### config.mk
export PLATFORM = sky130hd
export DESIGN_NAME = spi_master_m
export DESIGN_NICKNAME = d
export VERILOG_FILES = /design/src/rtl/spi_master_m_pkg.sv /design/src/rtl/spi_clk_div_m.sv /design/src/rtl/spi_master_m.sv
export SDC_FILE = /design/constraint.sdc
export NUM_CORES = 1
export LEC_CHECK = 0
export BUFFER_PORTS_ARGS = -buffer_cell sky130_fd_sc_hd__buf_2
export CAP_MARGIN = 10
export CORE_UTILIZATION = 30
export DETAILED_ROUTE_END_ITERATION = 7
export SETUP_SLACK_MARGIN = 0.4
export SLEW_MARGIN = 25
export SYNTH_ARGS = -nofsm -noshare
export SYNTH_HDL_FRONTEND = slang
export SYNTH_SLANG_ARGS = --single-unit
### constraint.sdc
create_clock -name CLK -period 1.9 [get_ports CLK]
set_input_delay 0 -clock CLK [delete_from_list [all_inputs] [get_ports CLK]]
set_output_delay 0 -clock CLK [all_outputs]
set_load 0.1 [all_outputs]
### src/rtl/spi_master_m_pkg.sv
// rtl/spi_master_m_pkg.sv - shared SPI state encodings and default geometry
package spi_master_m_pkg;

    typedef enum logic [2:0] {
        ST_IDLE  = 3'd0,
        ST_LEAD  = 3'd1,
        ST_XFER  = 3'd2,
        ST_TRAIL = 3'd3,
        ST_GAP   = 3'd4
    } spi_state_e;

    localparam int SPI_DEF_WIDTH   = 8;
    localparam int SPI_DEF_CLK_DIV = 4;

endpackage

### src/rtl/spi_clk_div_m.sv
// rtl/spi_clk_div_m.sv - half-period tick generator, counts 0..DIV-1 while EN is high
module spi_clk_div_m #(
    parameter int DIV = 4
) (
    input  logic CLK,
    input  logic RST,
    input  logic EN,
    output logic TICK
);

    localparam int CW = (DIV > 1) ? $clog2(DIV) : 1;
    localparam logic [CW-1:0] LAST = CW'(DIV - 1);

    logic [CW-1:0] cnt_q;

    // Holding the count at zero while disabled aligns the first tick to the enable edge
    always_ff @(posedge CLK) begin
        if (RST || !EN) begin
            cnt_q <= '0;
        end else if (cnt_q == LAST) begin
            cnt_q <= '0;
        end else begin
            cnt_q <= cnt_q + CW'(1);
        end
    end

    assign TICK = EN && (cnt_q == LAST);

endmodule

### src/rtl/spi_master_m.sv
// rtl/spi_master_m.sv - SPI mode-0 LSB-first master, START/BUSY/DONE host handshake
// Optional SPI_MASTER_MISO_SYNC_EN adds a 2-flop MISO synchronizer (needs CLK_DIV >= 3).
module spi_master_m
    import spi_master_m_pkg::*;
#(
    parameter int WIDTH   = SPI_DEF_WIDTH,
    parameter int CLK_DIV = SPI_DEF_CLK_DIV
) (
    input  logic             CLK,
    input  logic             RST,
    input  logic             START,
    input  logic [WIDTH-1:0] TX_DATA,
    output logic [WIDTH-1:0] RX_DATA,
    output logic             BUSY,
    output logic             DONE,
    output logic             CS,
    output logic             SCK,
    output logic             MOSI,
    input  logic             MISO
);

    localparam int BW = (WIDTH > 1) ? $clog2(WIDTH) : 1;
    localparam logic [BW-1:0] LAST_BIT = BW'(WIDTH - 1);

    if (WIDTH < 1) begin : g_bad_width
        $error("spi_master_m: WIDTH must be >= 1");
    end

    logic miso_s;

`ifdef SPI_MASTER_MISO_SYNC_EN
    if (CLK_DIV < 3) begin : g_bad_div
        $error("spi_master_m: CLK_DIV must be >= 3 with the MISO synchronizer");
    end

    logic [1:0] miso_sync_q;

    always_ff @(posedge CLK) begin
        if (RST) begin
            miso_sync_q <= '0;
        end else begin
            miso_sync_q <= {miso_sync_q[0], MISO};
        end
    end

    assign miso_s = miso_sync_q[1];
`else
    if (CLK_DIV < 1) begin : g_bad_div
        $error("spi_master_m: CLK_DIV must be >= 1");
    end

    assign miso_s = MISO;
`endif

    spi_state_e       state_q;
    logic [WIDTH-1:0] sr_q;
    logic [WIDTH-1:0] rx_q;
    logic [WIDTH-1:0] rx_data_q;
    logic [BW-1:0]    bit_q;
    logic             cs_q;
    logic             sck_q;
    logic             mosi_q;
    logic             busy_q;
    logic             done_q;
    logic             tick;
    logic [WIDTH-1:0] sr_d;
    logic [WIDTH-1:0] rx_d;

    spi_clk_div_m #(
        .DIV (CLK_DIV)
    ) u_clk_div (
        .CLK  (CLK),
        .RST  (RST),
        .EN   (state_q != ST_IDLE),
        .TICK (tick)
    );

    // Received bits enter at the top so that after WIDTH rises bit 0 is the first one
    assign sr_d = sr_q >> 1;
    assign rx_d = WIDTH'({miso_s, rx_q} >> 1);

    always_ff @(posedge CLK) begin
        if (RST) begin
            state_q   <= ST_IDLE;
            sr_q      <= '0;
            rx_q      <= '0;
            rx_data_q <= '0;
            bit_q     <= '0;
            cs_q      <= 1'b1;
            sck_q     <= 1'b0;
            mosi_q    <= 1'b0;
            busy_q    <= 1'b0;
            done_q    <= 1'b0;
        end else begin
            done_q <= 1'b0;
            case (state_q)
                ST_IDLE: begin
                    if (START && !busy_q) begin
                        state_q <= ST_LEAD;
                        cs_q    <= 1'b0;
                        mosi_q  <= TX_DATA[0];
                        sr_q    <= TX_DATA;
                        bit_q   <= '0;
                        busy_q  <= 1'b1;
                    end
                end
                ST_LEAD: begin
                    if (tick) begin
                        sck_q   <= 1'b1;
                        rx_q    <= rx_d;
                        state_q <= ST_XFER;
                    end
                end
                ST_XFER: begin
                    if (tick) begin
                        if (sck_q) begin
                            sck_q <= 1'b0;
                            if (bit_q == LAST_BIT) begin
                                state_q <= ST_TRAIL;
                            end else begin
                                sr_q   <= sr_d;
                                mosi_q <= sr_d[0];
                                bit_q  <= bit_q + BW'(1);
                            end
                        end else begin
                            sck_q <= 1'b1;
                            rx_q  <= rx_d;
                        end
                    end
                end
                ST_TRAIL: begin
                    if (tick) begin
                        cs_q      <= 1'b1;
                        mosi_q    <= 1'b0;
                        rx_data_q <= rx_q;
                        done_q    <= 1'b1;
                        state_q   <= ST_GAP;
                    end
                end
                ST_GAP: begin
                    if (tick) begin
                        busy_q  <= 1'b0;
                        state_q <= ST_IDLE;
                    end
                end
                default: state_q <= ST_IDLE;
            endcase
        end
    end

    assign RX_DATA = rx_data_q;
    assign BUSY    = busy_q;
    assign DONE    = done_q;
    assign CS      = cs_q;
    assign SCK     = sck_q;
    assign MOSI    = mosi_q;

endmodule

==> results.cfg, run 1 <==
[finish]
finish.utilization_pct = 41.6
seq_area_um2 = 739
n_fill_cell = 496
nets = 215
area_delta_synth_final_pct = 30.0
mostFrequentLayoutCells = dfxtp_1 (27), buf_2 (24), nor2_1 (21), nand2_1 (21), a21oi_1 (15)
final_common_cell = dfxtp_1
drive_gt1_share_pct = 35.3
multiInputGateArea_um2 = 832
antennaDiodeCount = 0

[clock_network]
numCtsBuffers = 5
numClockSinks = 36
clock_latency_ps = 290
cts_tree = done
clkTransAtPathRegs_ps = 70
cts_buffer_depth = 2
cts-root-buf = clkbuf_8
h-tree-depth = 2

[worst_setup_path]
criticalPathCategory = flip-flop to flip-flop
reg2reg_from = bit_q[0]
worst_ep_required_time_ps = 2050
reg2reg_depth = 7
regToRegSetupSlack_ps = 350
start_kind = flip-flop
critPathArrivalTime_ps = 1710
worst-path-max-fanout = 8
end_kind = flip-flop
r2r-end = sr_q[7]

[logic_synthesis]
async_flop_share_pct = 0
yosysTopAreaCellShare_pct = 46.8
yosys_warnings = 0
synth_fp_nets = 184
ys.flop_type = dfxtp_1
post_synth_inst_count = 169
yosysTopAreaCell = dfxtp_1
yosysSeqAreaShare_pct = 46.8
synth-seq-cells = 36
synth_area_leaders = dfxtp_1 (47%), mux2i_1 (7.1%), nand2_1 (5.4%), nor2_1 (5.1%), a21oi_1 (4.9%)
synth.distinct_cells = 35
synth_area_um2 = 1540
synth_edf_count = 0
avgSynthCellArea_um2 = 9.11

[power]
p_total_uw = 1600
peakVddDrop_v = 0.000354
p_leak_uw = 0.000824
p_per_area_nw_per_um2 = 800

[die]
start_util_pct = 32.0
coreArea_um2 = 4820
io_pins = 25
dieArea_um2 = 5420
fp-row-count = 25
die_h_um = 73.7
die_w_um = 73.7

[worst_hold_path]
hold_start = TX_DATA[5]
worstHoldPathCells = 3
hp-class = primary input to flip-flop
min_to = sr_q[5]

[routing]
drc = 0
drt-total-wl_um = 3250
ant_nets = 0
drt_iter0_drc = 65
avgRoutedWirePerCell_um = 12.1
viasPerCell = 4.74
route.vias.total = 1270
drt_first_pass_iters = 4

[timing]
finalSetupViolations = 0
fin_ws_ps = 345
max_slew.worst_pin.slew_ps = 697
slew_headroom_pct = 53.5
rsz0062_at_grt = yes
clock_skew_ps = 3.69
final_max_slew_viol_count = 0
tns_ps = 0
fmax_mhz = 643
fin_crit_sh_pct = 81.8
hold_violations = 0
fin_crit_ps = 1550
whs_ps = 43.5

[global_route]
grt_usage_pct = 13.7
grt_pass1_wl_um = 5620
grt-ovfl-total = 0
grt_max_degree = 37
grt_pass1_vias = 1218
antenna_found_initial = 0

[flow_run]
cap_violations = 0

[placement]
hpwlAfterDp_um = 2020
port-buffer-count = 24
gp_congestion = 0.748
dp_worst_setup_slack_ps = 210

[status]
status = finished, final reports clean
stage by stage:
| step | std cells | instance area [um2] |
|---|---|---|
| 6_report | 268 | 2000 |
| 5_1_grt | 268 | 2000 |
| 4_1_cts | 267 | 1960 |
| 3_5_place_dp | 253 | 1740 |
| 3_3_place_gp | 253 | 1740 |
| 2_1_floorplan | 169 | 1560 |
synth_stat cells, drive strengths merged, types with 2 or more instances:
| cell type | number |
|---|---|
| a21oi | 15 |
| ha | 3 |
| a211oi | 2 |
| nor3b | 2 |
| nor2b | 4 |
| dfxtp | 36 |
| nand3b | 2 |
| o22ai | 6 |
| nor2 | 21 |
| nand4b | 2 |
| nand2 | 22 |
| nor3 | 8 |
| nand2b | 3 |
| buf | 4 |
| clkbuf | 8 |
| nand3 | 5 |
| mux2i | 11 |
| and3 | 2 |
| o21ai | 2 |
routing by layer:
metal	track usage, %	vias to the layer above	share of wire (%)
li1	-	645	-
met1	17.2	587	49
met2	21.9	32	45
met3	4.12	6	4.2
met4	5.13	0	1.6
met5	0	-	0
cells by family after synthesis:
group	count (synthesis)	synth area share [%]
flops	36	46.8
xor+xnor	1	0.569
compound gates	29	12.2
buf+inv	13	3.66
simple gates	75	26.5
fa+ha+maj	3	2.44
mux	12	7.88
critical path, stage by stage (launching register included):
cell      delay [ps]
dfxtp_2          340
ha_4             160
ha_4             150
nand4b_1         180
a211oi_2         210
buf_6            150
mux2i_1          170
nor2_1            50
cell type report:
| type | instances | area share (%) |
|---|---|---|
| well taps | 67 | 4.19 |
| repair buffers | 36 | 11.8 |
| inverters | 1 | 0.188 |
| flip-flops and latches | 36 | 36.9 |
| clock inverters | 3 | 1.88 |
| multi-input cells | 120 | 41.6 |
| clock buffers | 5 | 3.44 |
power by group:
| part | leakage, uW | total [uW] | internal [uW] | switching [uW] |
|---|---|---|---|---|
| registers | 0.000297 | 794 | 774 | 20.4 |
| logic | 0.000474 | 153 | 55.4 | 97.7 |
| clock network | 0.0000532 | 653 | 382 | 271 |
state kept, by name, summed over array words and instances (netlist names):
name / flops
BUSY: 1
bit_q: 3
SCK: 1
RX_DATA: 8
DONE: 1
state_q: 3
u_clk_div.cnt_q: 2
rx_q: 8
CS: 1
MOSI: 1
sr_q: 7
repair_timing:
action	in CTS	in global routing
hold buffers	1	0
endpoints found under the hold margin	1	0
setup endpoints to repair	30	19
buffers inserted	5	1
resized for setup	14	10
gates cloned	0	0
pin swaps	4	7
worst max path at each step:
stage	cells after the start	start	endpoint
finish	7	bit_q[0]	sr_q[7]
global route	7	bit_q[0]	sr_q[7]
CTS	7	bit_q[1]	sr_q[7]
detailed placement	4	state_q[0]	bit_q[0]
global placement	7	bit_q[0]	sr_q[7]
floorplan	5	BUSY	sr_q[7]
(Power assumes the default switching activity.)
==> run 2, diff against run 1 <==
--- a/config.mk
+++ b/config.mk
@@ -5,6 +5,7 @@
 export SDC_FILE = /design/constraint.sdc
 export NUM_CORES = 1
 export LEC_CHECK = 0
+export ABC_AREA = 1
 export BUFFER_PORTS_ARGS = -buffer_cell sky130_fd_sc_hd__buf_2
 export CAP_MARGIN = 10
 export CORE_UTILIZATION = 30
==> constraint.sdc (replaced) <==
create_clock -name CLK -period 1.5 [get_ports CLK]
set_input_delay 0 -clock CLK [delete_from_list [all_inputs] [get_ports CLK]]
set_output_delay 0 -clock CLK [all_outputs]
set_load 0.1 [all_outputs]
==> run 2 against run 1 <==
Effect of this change:
- the run now ends with negative setup slack left
- critical endpoint is now bit_q[2]
- global-route usage up 0.53 points
- sequential share of layout area shrank 5.3 points
- critical path type unchanged
- sequential power rose by 71%
==> results.cfg, run 2 <==
[status]
status = complete, but fails checks
violations = negative setup slack

[logic_synthesis]
synth_fp_nets = 233
yosysMostFrequentCell = nand2_1
yosysTopAreaCellShare_pct = 43.8
synth_edf_count = 0
synth-seq-cells = 36
ys_top_cells_by_count = nand2_1 (55), dfxtp_1 (36), nor2_1 (32)
yosysSeqAreaShare_pct = 43.8
post_synth_inst_count = 218
ys.flop_type = dfxtp_1
async_flop_share_pct = 0
synth_area_leaders = dfxtp_1 (44%), nand2_1 (13%), nand3_1 (7.9%), nor2_1 (7.3%), a21oi_1 (6.4%)
synth_area_um2 = 1650
yosys_warnings = 0
yosysTopAreaCell = dfxtp_1
synth.distinct_cells = 26
avgSynthCellArea_um2 = 7.55

[routing]
viasPerCell = 4.48
route.vias.total = 1511
ant_nets = 0
drt_first_pass_iters = 4
drc = 0
drt_iter0_drc = 85
avgRoutedWirePerCell_um = 11.5
drt-total-wl_um = 3880

[worst_setup_path]
start_kind = flip-flop
criticalPathCategory = flip-flop to flip-flop
worst_ep_required_time_ps = 1670
cp_cell_sequence = ha_4, ha_4, or2_0, nand2_1, nand2_2, nor2_4, buf_12, nand2_1, o21ai_1, nor2_1
critPathSlowestCell = dfxtp_2
worst-path-max-fanout = 20
end_kind = flip-flop
cp_slowest_stage_delay_ps = 340
critPathArrivalTime_ps = 1720

[die]
fp-row-count = 26
start_util_pct = 31.6
die_w_um = 76.1
die_h_um = 76.1
io_pins = 25
dieArea_um2 = 5780
coreArea_um2 = 5200

[clock_network]
numClockSinks = 36
cts_buffer_depth = 2
clkTransAtPathRegs_ps = 70
cts-root-buf = clkbuf_8
numCtsBuffers = 5
h-tree-depth = 2
clock_latency_ps = 290
cts_tree = done

[finish]
postLayoutCellArea_um2 = 2390
nets = 281
final_common_cell = nand2_1
finish.utilization_pct = 45.9
drive_gt1_share_pct = 41.9
area_delta_synth_final_pct = 45.1
antennaDiodeCount = 0
mostFrequentLayoutCells = nand2_1 (48), nor2_1 (29), nand3_1 (24), buf_2 (23), a21oi_1 (21)

[flow_run]
cap_violations = 0

[timing]
hold_violations = 0
clock_skew_ps = 4.97
fin_ws_ps = -46.2
final_max_slew_viol_count = 0
finalSetupViolations = 10
slew_headroom_pct = 67.4
max_slew.worst_pin.slew_ps = 492
fin_crit_sh_pct = 103
rsz0062_at_grt = yes
fin_crit_ps = 1550
fmax_mhz = 647

[placement]
port-buffer-count = 24
hpwlAfterDp_um = 2380
gp_congestion = 0.782
dp_worst_setup_slack_ps = -77.5
placed_cell_area_um2 = 1970

[global_route]
antenna_found_initial = 0
grt_pass1_wl_um = 6600
grt-ovfl-total = 0
grt_pass1_vias = 1428
grt_max_degree = 24
grt_usage_pct = 14.2

[worst_hold_path]
hp-class = primary input to flip-flop

[power]
p_leak_uw = 0.000993
peakVddDrop_v = 0.00102
p_per_area_nw_per_um2 = 1890
run 2: kinds of logic after synthesis:
kind of cell	after synthesis	synth area share (%)
AOI/OAI and AO/OA	29	9.35
DFF	36	43.8
buffers and inverters	18	6.16
and+or+nand+nor	132	38.4
adders and majority gates	3	2.28
run 2: power by group:
group          leakage (uW)  total (uW)  internal, uW  switching (uW)
Sequential         0.000303        1360          1180             180
Clock             0.0000645         936           587             350
Combinational      0.000626        2210           904            1310
Total              0.000993        4510          2670            1840
run 2: metrics by stage:
| stage | hold WS [ps] | power (uW) | std cells | TNS, ps |
|---|---|---|---|---|
| final | 40.5 | 4510 | 337 | -265 |
| after global routing | 70.3 | 4860 | 337 | -1310 |
| after CTS | 37.8 | 4300 | 327 | -331 |
| after detailed placement | 288 | 3150 | 314 | -701 |
| after global placement | 284 | 3130 | 314 | -353 |
| after floorplan | 61.7 | 2770 | 218 | 0 |
run 2: final timing paths:
path | startpoint | end | slack (ps) | depth (start not counted)
setup / recovery | bit_q[1] | bit_q[2] | -50 | 10
hold / removal | TX_DATA[1] | sr_q[1] | 40 | 5
setup reg to reg | bit_q[1] | bit_q[2] | -50 | 10
hold reg to reg | u_clk_div.cnt_q[0] | u_clk_div.cnt_q[0] | 430 | 1
run 2: worst max-delay path, delay by kind of cell (launching register included):
family | cells | cell delay (ps)
AOI/OAI and AO/OA | 1 | 70
adders and majority gates | 2 | 310
and+or+nand+nor | 6 | 570
DFF | 1 | 340
buffers and inverters | 1 | 150
run 2: area by class of cell:
class / instances / area [um2]
fillers: 528 / 2820
multi-input cells: 167 / 1000
flip-flops and latches: 36 / 756
repair buffers: 47 / 367
clock buffers: 7 / 96.3
well taps: 70 / 87.6
inverters: 9 / 46.3
clock inverters: 1 / 30.0
run 2: per-layer routing:
layer  GRT usage (%)  wire [um]  up-vias
met5               0          0        -
met4            6.35         55        0
met3            3.95        126        5
met2            21.7       1850       17
met1            18.6       1850      685
li1                -          -      804
run 2: repair_timing:
item                       CTS  global route
hold endpoints to repair     2             0
gates resized for setup     19            24
cloned                       1             2
pin swaps                    5             4
hold buffers                 2             0
setup endpoints to repair   35            35
setup buffers                2             8
==> run 3, diff against run 2 <==
--- a/config.mk
+++ b/config.mk
@@ -8,8 +8,11 @@
 export ABC_AREA = 1
 export BUFFER_PORTS_ARGS = -buffer_cell sky130_fd_sc_hd__buf_2
 export CAP_MARGIN = 10
+export CELL_PAD_IN_SITES_DETAIL_PLACEMENT = 1
+export CELL_PAD_IN_SITES_GLOBAL_PLACEMENT = 1
 export CORE_UTILIZATION = 30
 export DETAILED_ROUTE_END_ITERATION = 7
+export PLACE_DENSITY_LB_ADDON = 0.1
 export SETUP_SLACK_MARGIN = 0.4
 export SLEW_MARGIN = 25
 export SYNTH_ARGS = -nofsm -noshare
==> run 3 against run 2 <==
Effect of this change:
- the flow still finishes with violations (negative setup slack)
- die area unchanged
- register-to-register slack lost 20 ps
- clock skew grew 1.1 ps
- sequential cell count unchanged
- largest cell class unchanged
==> results.cfg, run 3 (synthesis gave the netlist of run 2 again) <==
[status]
status = complete, but fails checks
violations = negative setup slack

[die]
fp-row-count = 26
io_pins = 25
dieArea_um2 = 5780
die_h_um = 76.1
start_util_pct = 31.6
die_w_um = 76.1
coreArea_um2 = 5200

[placement]
placed_cell_area_um2 = 1970
gp_congestion = 0.703
port-buffer-count = 24
hpwlAfterDp_um = 2740

[routing]
avgRoutedWirePerCell_um = 13.9
drt_first_pass_iters = 4
met3_length_um = 152
route.vias.total = 1594
met1_length_um = 2410
routed.top_layer = met4
drc = 0
ant_nets = 0
drt_iter0_drc = 43
viasPerCell = 4.69
dr_wl_met2_um = 2140
drt-total-wl_um = 4740

[clock_network]
cts_tree = done
cts-root-buf = clkbuf_8
numClockSinks = 36
clock_latency_ps = 290
numCtsBuffers = 5
clkTransAtPathRegs_ps = 80
h-tree-depth = 2
cts_buffer_depth = 2

[worst_setup_path]
regToRegSetupSlack_ps = -70
end_kind = flip-flop
criticalPathCategory = flip-flop to flip-flop
r2r-end = bit_q[1]
critPathArrivalTime_ps = 1750
start_kind = flip-flop
reg2reg_depth = 10
worst_ep_required_time_ps = 1680
reg2reg_from = bit_q[1]
worst-path-max-fanout = 10

[power]
pwr-share-seq_pct = 29.9
comb_power_share_pct = 53.6
swShare_pct = 43.0
p_clk_share_pct = 16.5
p_leak_uw = 0.00104
intPower_uw = 2570
peakVddDrop_v = 0.000742
p_per_area_nw_per_um2 = 1860
p_sw_uw = 1940

[finish]
seq_area_um2 = 756
nets = 284
postLayoutCellArea_um2 = 2420
mostFrequentLayoutCells = nand2_1 (38), nor2_1 (29), buf_2 (23), nand3_1 (21), a21oi_1 (21)
final_common_cell = nand2_1
n_fill_cell = 623
antennaDiodeCount = 0
area_delta_synth_final_pct = 47.4
finish.utilization_pct = 46.6
drive_gt1_share_pct = 47.0
multiInputGateArea_um2 = 1030

[timing]
tns_ps = -463
hold_violations = 0
fmax_mhz = 637
final_max_slew_viol_count = 0
finalSetupViolations = 10
rsz0062_at_grt = yes
slew_headroom_pct = 67.4
max_slew.worst_pin.slew_ps = 492
fin_crit_ps = 1570
fin_crit_sh_pct = 105
clock_skew_ps = 6.04
fin_ws_ps = -70.9

[worst_hold_path]
min_to = sr_q[2]
hp-class = primary input to flip-flop
hold_start = TX_DATA[2]
worstHoldPathCells = 5

[global_route]
grt_usage_pct = 16.3
grt_max_degree = 24
grt-ovfl-total = 0
grt_pass1_vias = 1495
antenna_found_initial = 0
grt_pass1_wl_um = 7470

[flow_run]
cap_violations = 0
[run 3: cell count changes in the layout (fill, tap and decap cells not counted), sizes merged]
cell / change
clkinvlp: +1
bufinv: -1
clkbuf: +2
buf: +1
[run 3: layer usage]
metal	track usage (%)	vias up
met2	24.5	26
li1	-	816
met1	23.4	748
met3	3.59	4
met4	4.62	0
met5	0	-
[run 3: area by class of cell]
cell class | instances | area share (%)
Tap cell | 70 | 3.61
Clock inverter | 1 | 0.310
Sequential cell | 36 | 31.2
Multi-Input combinational cell | 167 | 42.4
Inverter | 9 | 1.70
Clock buffer | 7 | 3.56
Timing Repair Buffer | 50 | 17.3
[run 3: how the worst max path moves through the flow]
stage | startpoint | endpoint | slack [ps] | depth (start not counted)
3_5_place_dp | bit_q[1] | bit_q[2] | -80 | 10
5_1_grt | bit_q[1] | bit_q[1] | -170 | 10
6_report | bit_q[1] | bit_q[1] | -70 | 10
2_1_floorplan | bit_q[0] | bit_q[1] | 40 | 10
3_3_place_gp | bit_q[1] | bit_q[2] | -70 | 10
4_1_cts | bit_q[1] | bit_q[2] | -60 | 10
[run 3: through the flow]
stage	hold WS (ps)	setup WS (ps)	instances	power, uW
after CTS	34.8	-64.4	332	4190
after detailed placement	287	-85.0	314	3210
final	34.5	-70.9	340	4510
after global placement	283	-67.0	314	3200
after floorplan	61.7	44.9	218	2770
after global routing	61.5	-167	340	4870
[run 3: power groups by stage]
| stage | sequential (uW) | clock [uW] | combinational, uW |
|---|---|---|---|
| after floorplan | 1550 | 0 | 1220 |
| after global placement | 1340 | 0 | 1860 |
| after detailed placement | 1340 | 0 | 1870 |
| after CTS | 1340 | 775 | 2070 |
| after global routing | 1380 | 809 | 2680 |
| final | 1350 | 746 | 2420 |
[run 3: timing repair]
action                                  in CTS  in global routing
setup buffers                                6                  4
hold endpoints to repair                     2                  0
gates resized for setup                     44                 11
pin swaps                                    9                  3
gates cloned                                 2                  4
hold buffers                                 2                  0
endpoints found under the setup margin      35                 35
[run 3: critical path: stages, from the launching register on]
cell and delay [ps]:
dfxtp_2 340, ha_4 160, ha_4 150, or2_0 190
nand2_1 70, nand2_2 70, nor2_4 140, buf_12 140
nand2_1 50, o21ai_1 80, nor2_1 50
